$ cat src/rtl/axil_csr_responder.sv
// AXI4-Lite responder exposing a bank of RW control registers and RO status words.
// Write and read channels are independent, each with one outstanding transaction.
module axil_csr_responder #(
  parameter int addr_width_p = 10,
  parameter int data_width_p = 32,
  parameter int num_rw_p     = 8,
  parameter int num_ro_p     = 4
) (
  input  logic                             clk_i,
  input  logic                             reset_i,
  input  logic [addr_width_p-1:0]          awaddr_i,
  input  logic [2:0]                       awprot_i,
  input  logic                             awvalid_i,
  output logic                             awready_o,
  input  logic [data_width_p-1:0]          wdata_i,
  input  logic [data_width_p/8-1:0]        wstrb_i,
  input  logic                             wvalid_i,
  output logic                             wready_o,
  output logic [1:0]                       bresp_o,
  output logic                             bvalid_o,
  input  logic                             bready_i,
  input  logic [addr_width_p-1:0]          araddr_i,
  input  logic [2:0]                       arprot_i,
  input  logic                             arvalid_i,
  output logic                             arready_o,
  output logic [data_width_p-1:0]          rdata_o,
  output logic [1:0]                       rresp_o,
  output logic                             rvalid_o,
  input  logic                             rready_i,
  output logic [num_rw_p*data_width_p-1:0] rw_data_o,
  output logic [num_rw_p-1:0]              rw_wr_o,
  input  logic [num_ro_p*data_width_p-1:0] ro_data_i
);

  localparam int idx_w_lp  = addr_width_p - 2;
  localparam int strb_w_lp = data_width_p / 8;
  localparam logic [idx_w_lp-1:0] rw_end_lp = idx_w_lp'(num_rw_p);
  localparam logic [idx_w_lp-1:0] ro_end_lp = idx_w_lp'(num_rw_p + num_ro_p);

  typedef enum logic [1:0] {TGT_RW, TGT_RO, TGT_UNMAPPED} tgt_e;

  function automatic tgt_e decode(input logic [idx_w_lp-1:0] idx);
    if (idx < rw_end_lp) begin
      return TGT_RW;
    end else if (idx < ro_end_lp) begin
      return TGT_RO;
    end else begin
      return TGT_UNMAPPED;
    end
  endfunction

  logic                    aw_full_q, aw_full_d;
  logic [idx_w_lp-1:0]     aw_idx_q, aw_idx_d;
  logic                    w_full_q, w_full_d;
  logic [data_width_p-1:0] w_data_q, w_data_d;
  logic [strb_w_lp-1:0]    w_strb_q, w_strb_d;
  logic                    bvalid_q, bvalid_d;
  logic [1:0]              bresp_q, bresp_d;
  logic                    rvalid_q, rvalid_d;
  logic [data_width_p-1:0] rdata_q, rdata_d;
  logic [1:0]              rresp_q, rresp_d;
  logic [num_rw_p-1:0]     rw_wr_q, rw_wr_d;
  logic [data_width_p-1:0] rw_q [num_rw_p];
  logic [data_width_p-1:0] rw_d [num_rw_p];
  logic [idx_w_lp-1:0]     ar_idx_s;
  logic                    unused_s;

  assign awready_o = ~aw_full_q & ~bvalid_q;
  assign wready_o  = ~w_full_q & ~bvalid_q;
  assign arready_o = ~rvalid_q;
  assign bvalid_o  = bvalid_q;
  assign bresp_o   = bresp_q;
  assign rvalid_o  = rvalid_q;
  assign rdata_o   = rdata_q;
  assign rresp_o   = rresp_q;
  assign rw_wr_o   = rw_wr_q;
  assign ar_idx_s  = araddr_i[addr_width_p-1:2];
  assign unused_s  = ^{awprot_i, arprot_i, awaddr_i[1:0], araddr_i[1:0]};

  for (genvar k = 0; k < num_rw_p; k++) begin : g_rw_out
    assign rw_data_o[k*data_width_p +: data_width_p] = rw_q[k];
  end

  // Next-state logic for both channels and the register bank
  always_comb begin
    aw_full_d = aw_full_q;
    aw_idx_d  = aw_idx_q;
    w_full_d  = w_full_q;
    w_data_d  = w_data_q;
    w_strb_d  = w_strb_q;
    bvalid_d  = bvalid_q;
    bresp_d   = bresp_q;
    rvalid_d  = rvalid_q;
    rdata_d   = rdata_q;
    rresp_d   = rresp_q;
    rw_wr_d   = '0;
    rw_d      = rw_q;

    if (awvalid_i && awready_o) begin
      aw_full_d = 1'b1;
      aw_idx_d  = awaddr_i[addr_width_p-1:2];
    end else begin
      aw_full_d = aw_full_q;
    end

    if (wvalid_i && wready_o) begin
      w_full_d = 1'b1;
      w_data_d = wdata_i;
      w_strb_d = wstrb_i;
    end else begin
      w_full_d = w_full_q;
    end

    if (bvalid_q && bready_i) begin
      bvalid_d = 1'b0;
    end else begin
      bvalid_d = bvalid_q;
    end

    // Commit: both buffers full; bvalid blocks further AW/W until the B handshake
    if (aw_full_q && w_full_q) begin
      aw_full_d = 1'b0;
      w_full_d  = 1'b0;
      bvalid_d  = 1'b1;
      case (decode(aw_idx_q))
        TGT_RW: begin
          bresp_d = 2'b00;
          for (int k = 0; k < num_rw_p; k++) begin
            if (aw_idx_q == idx_w_lp'(k)) begin
              rw_wr_d[k] = 1'b1;
              for (int b = 0; b < strb_w_lp; b++) begin
                rw_d[k][8*b +: 8] = w_strb_q[b] ? w_data_q[8*b +: 8] : rw_q[k][8*b +: 8];
              end
            end else begin
              rw_wr_d[k] = 1'b0;
            end
          end
        end
        TGT_RO:  bresp_d = 2'b10;
        default: bresp_d = 2'b11;
      endcase
    end else begin
      bresp_d = bresp_q;
    end

    if (rvalid_q && rready_i) begin
      rvalid_d = 1'b0;
    end else begin
      rvalid_d = rvalid_q;
    end

    // Read data is sampled from the pre-commit register value
    if (arvalid_i && arready_o) begin
      rvalid_d = 1'b1;
      rdata_d  = '0;
      case (decode(ar_idx_s))
        TGT_RW: begin
          rresp_d = 2'b00;
          for (int k = 0; k < num_rw_p; k++) begin
            rdata_d = (ar_idx_s == idx_w_lp'(k)) ? rw_q[k] : rdata_d;
          end
        end
        TGT_RO: begin
          rresp_d = 2'b00;
          for (int j = 0; j < num_ro_p; j++) begin
            rdata_d = (ar_idx_s == rw_end_lp + idx_w_lp'(j)) ?
                      ro_data_i[j*data_width_p +: data_width_p] : rdata_d;
          end
        end
        default: rresp_d = 2'b11;
      endcase
    end else begin
      rdata_d = rdata_q;
    end
  end

  // State registers with synchronous reset
  always_ff @(posedge clk_i) begin
    if (reset_i) begin
      aw_full_q <= 1'b0;
      aw_idx_q  <= '0;
      w_full_q  <= 1'b0;
      w_data_q  <= '0;
      w_strb_q  <= '0;
      bvalid_q  <= 1'b0;
      bresp_q   <= 2'b00;
      rvalid_q  <= 1'b0;
      rdata_q   <= '0;
      rresp_q   <= 2'b00;
      rw_wr_q   <= '0;
      for (int k = 0; k < num_rw_p; k++) begin
        rw_q[k] <= '0;
      end
    end else begin
      aw_full_q <= aw_full_d;
      aw_idx_q  <= aw_idx_d;
      w_full_q  <= w_full_d;
      w_data_q  <= w_data_d;
      w_strb_q  <= w_strb_d;
      bvalid_q  <= bvalid_d;
      bresp_q   <= bresp_d;
      rvalid_q  <= rvalid_d;
      rdata_q   <= rdata_d;
      rresp_q   <= rresp_d;
      rw_wr_q   <= rw_wr_d;
      for (int k = 0; k < num_rw_p; k++) begin
        rw_q[k] <= rw_d[k];
      end
    end
  end

endmodule

$ cat config.mk
export PLATFORM = sky130hd
export DESIGN_NAME = axil_csr_responder
export DESIGN_NICKNAME = d
export VERILOG_FILES = /design/src/rtl/axil_csr_responder.sv
export SDC_FILE = /design/constraint.sdc
export NUM_CORES = 1
export LEC_CHECK = 0
export ABC_AREA = 1
export BUFFER_PORTS_ARGS = -buffer_cell sky130_fd_sc_hd__buf_2
export CAP_MARGIN = 30
export CORE_AREA = 2 2 193 195
export CTS_CLUSTER_SIZE = 20
export DETAILED_ROUTE_END_ITERATION = 16
export DIE_AREA = 0 0 195 197
export HOLD_SLACK_MARGIN = 0.08
export PLACE_DENSITY = 0.68
export SYNTH_ARGS = -nofsm -noshare
export SYNTH_HDL_FRONTEND = slang
export SYNTH_SLANG_ARGS = --single-unit
$ cat constraint.sdc
create_clock -name clk_i -period 1.9 [get_ports clk_i]
set_clock_uncertainty 0.05 [all_clocks]
set_input_delay 0 -clock clk_i [delete_from_list [all_inputs] [get_ports clk_i]]
set_output_delay 0 -clock clk_i [all_outputs]
set_load 0.03 [all_outputs]
==> flow_metrics.py <==
metrics = {
    "synthesis": {
        "ys_ff_latch": 347,
        "synth_top_area_cell": "dfxtp_1",
        "syn_nets": 2449,
        "synth_top_flop_cell": "dfxtp_1",
        "synth.yosys.seq_area_share": 0.4561,
        "syn_inst": 2252,
        "synth_top_area_share": 0.4561,
        "yosys.cell_count.top_type": "nor2_1",
        "synth_area_leaders": "dfxtp_1 46%, nor2_1 11%, nand2_1 10%",
        "async_flop_share": 0,
        "synth-edff-count": 0,
        "syn_area_mm2": 0.01523,
        "postSynthAreaPerCell_um2": 6.764,
        "synth_common_cells": "438 x nor2_1, 419 x nand2_1, 347 x dfxtp_1",
        "yosysUniqueCellTypes": 29,
        "yosysWarnings": 0,
    },
    "detailed_routing": {
        "dr.pass1.iters": 6,
        "drtIter0Drc": 1444,
        "drt-total-wl_mm": 62.70,
        "vias_per_cell": 5.181,
        "drc_errors": 0,
        "ant_nets": 0,
        "dr_total_vias": 17590,
        "wl_per_cell_um": 18.46,
    },
    "grt": {
        "antenna_found_initial": 5,
        "gr-total-overflow": 0,
        "grt_pass1_wl_mm": 92.37,
        "grtUsageTotal": 0.3093,
        "grt_max_degree": 68,
        "grt_pass1_vias": 16240,
    },
    "run_status": {
        "outcome": "completed",
    },
    "worst_setup_path": {
        "reg2regPathDepth": 8,
        "cp_slowest_stage_delay_ns": 0.33,
        "r2r_end": "rw_data_o[111]",
        "path_cells": "nor2_1, nand2_2, nor3_1, inv_2, nor2_1, inv_1, o21ai_0, a21oi_1",
        "crit_type": "flop to flop",
        "r2r_setup_slack_ns": 0.03,
        "critPathLaunchType": "flop",
        "critPathMaxFanout": 12,
        "crit_top_cell": "nor2_1",
        "required_ns": 2.26,
        "reg2reg_from": "aw_idx_q[7]",
        "critPathArrivalTime_ns": 2.24,
        "end_kind": "flop",
        "critPathSlowestCell": "nor3_1",
    },
    "timing": {
        "finalCriticalPeriod_ns": 1.873,
        "hold_ws_ns": 0.02498,
        "tightestPinTransition_ns": 0.6769,
        "hold_violations": 0,
        "finalMaxSlewViolations": 0,
        "finalSetupViolations": 0,
        "rsz0062_at_grt": "yes",
        "max_freq_mhz": 533.8,
        "fin_ws_ns": 0.02659,
        "min_period_over_period": 0.9860,
        "slew_headroom": 0.5487,
    },
    "finish": {
        "stdcell_count": 3396,
        "syn2layout_area_growth_pct": 43.11,
        "drive_gt1_frac": 0.2553,
        "finish.instance_area_mm2": 0.02180,
        "fillers": 3321,
        "nets": 3101,
    },
    "die": {
        "core-area_mm2": 0.03626,
        "dieWidth_um": 195,
        "dieHeight_um": 197,
        "rows": 70,
        "floorplan.initialDensity": 0.4201,
        "io_pins": 502,
        "dieArea_mm2": 0.03842,
    },
    "place": {
        "portBuffers": 491,
        "dpl.hpwl_mm": 46.73,
        "routabilityCongestion": 0.9350,
        "dp.cells": 3162,
        "place_ws_ns": -0.06245,
        "place_area_mm2": 0.01867,
    },
    "pwr": {
        "leakage_uw": 0.01012,
        "p_int_uw": 12360,
        "vdd_drop_max_mv": 0.5175,
        "p_comb_frac": 0.080,
        "power_frac_seq": 0.470,
        "clockPowerShare": 0.450,
        "power.density_mw_per_mm2": 751.0,
        "swShare": 0.2448,
        "p_sw_uw": 4008,
    },
    "clock_network": {
        "clk_pin_slew_worst_paths_ns": 0.06,
        "cts-root-buf": "clkbuf_16",
        "cts_tree": "built",
        "clk_latency_ns": 0.54,
        "h-tree-depth": 2,
        "clock-sinks": 347,
        "ctsLongestPathBuffers": 3,
        "cts_buffers": 39,
    },
    "hold_path": {
        "hold_path_depth": 5,
        "whs_endpoint": "w_data_q[11]",
        "hp-class": "primary input to flop",
        "min_from": "wvalid_i",
    },
    "flow_run": {
        "max_cap_viol_count": 0,
    },
}
-- power groups by stage --
stage	clock network [uW]	logic [uW]	registers [uW]
5_1_grt	7750	1430	7700
3_5_place_dp	0	987	7820
2_1_floorplan	0	606	7620
3_3_place_gp	0	968	7820
4_1_cts	7460	1230	7660
6_report	7370	1310	7690
-- worst max-delay path: cells and delay by family, from the launching register on --
| kind | cells | cell delay [ns] |
|---|---|---|
| DFF | 1 | 0.32 |
| and+or+nand+nor | 4 | 0.80 |
| buffers and inverters | 2 | 0.33 |
| AOI/OAI and AO/OA | 2 | 0.25 |
-- metal layers --
layer | track usage | vias to the layer above | part of all wire | wire, um
li1 | - | 8600 | - | -
met4 | 0.1385 | 4 | 0.046 | 2898
met3 | 0.05014 | 151 | 0.080 | 5024
met2 | 0.5070 | 836 | 0.46 | 28810
met1 | 0.4024 | 8002 | 0.41 | 25940
met5 | 0 | - | 0.00043 | 27
-- worst max path at each step --
stage | startpoint | end | slack, ns | cells past startpoint
2_1_floorplan | bvalid_o | w_data_q[10] | 0.19 | 6
3_3_place_gp | aw_idx_q[2] | rw_data_o[198] | 0.009 | 9
3_5_place_dp | aw_idx_q[2] | rw_data_o[193] | -0.06 | 9
4_1_cts | aw_idx_q[2] | rw_data_o[244] | 0.01 | 9
5_1_grt | aw_idx_q[7] | rw_data_o[106] | -0.09 | 8
6_report | aw_idx_q[7] | rw_data_o[111] | 0.03 | 8
-- flip-flops by register name, indices dropped and copies added, names as in the netlist --
| signal | cells |
|---|---|
| aw_full_q | 1 |
| aw_idx_q | 8 |
| bresp_o | 2 |
| bvalid_o | 1 |
| rdata_o | 32 |
| rresp_o | 1 |
| rvalid_o | 1 |
| rw_data_o | 256 |
| rw_wr_o | 8 |
| w_data_q | 32 |
| w_full_q | 1 |
| w_strb_q | 4 |
-- metrics by stage --
stage	setup TNS, ns	util	power, uW
2_1_floorplan	0	-	8230
5_1_grt	-1.075	0.6012	16870
4_1_cts	0	0.5933	16350
6_report	0	0.6012	16370
3_3_place_gp	0	0.5149	8786
3_5_place_dp	-0.4545	0.5149	8809
-- final cells by class --
cell class	instances	area [um^2]	area share
Multi-Input combinational cell	1586	7226	0.3315
Sequential cell	347	6947	0.3187
Timing Repair Buffer	760	5155	0.2365
Clock buffer	54	1122	0.05149
Inverter	170	654.4	0.03002
Tap cell	468	585.6	0.02686
Clock inverter	9	103.9	0.004764
Antenna cell	2	5.005	0.0002296
-- cell families (layout without fill, tap and decap cells) --
| family | Yosys count | count (layout) | synth area share |
|---|---|---|---|
| flops | 347 | 347 | 0.4561 |
| simple gates | 1056 | 1056 | 0.2853 |
| buf+inv | 319 | 993 | 0.08263 |
| compound gates | 530 | 530 | 0.1760 |
| other cells | 0 | 2 | 0 |
-- repair_timing --
action	in CTS	in global routing
pin swaps	0	6
endpoints found under the hold margin	131	2
gates resized for setup	9	94
endpoints found under the setup margin	27	281
hold buffers	160	6
gates cloned	0	1
setup buffers	0	5
-- cells in the final DEF, fill, tap and decap left out, types with 40 or more instances in the layout --
master,n
inv_1,133
nand2_1,403
a21oi_1,213
nor2_1,417
buf_4,82
dfxtp_1,347
nand3_1,119
dlygate4sd3_1,163
nand4_1,47
o21ai_0,274
clkbuf_16,40
buf_2,491
Note: power is estimated with default switching activity, not from simulation.
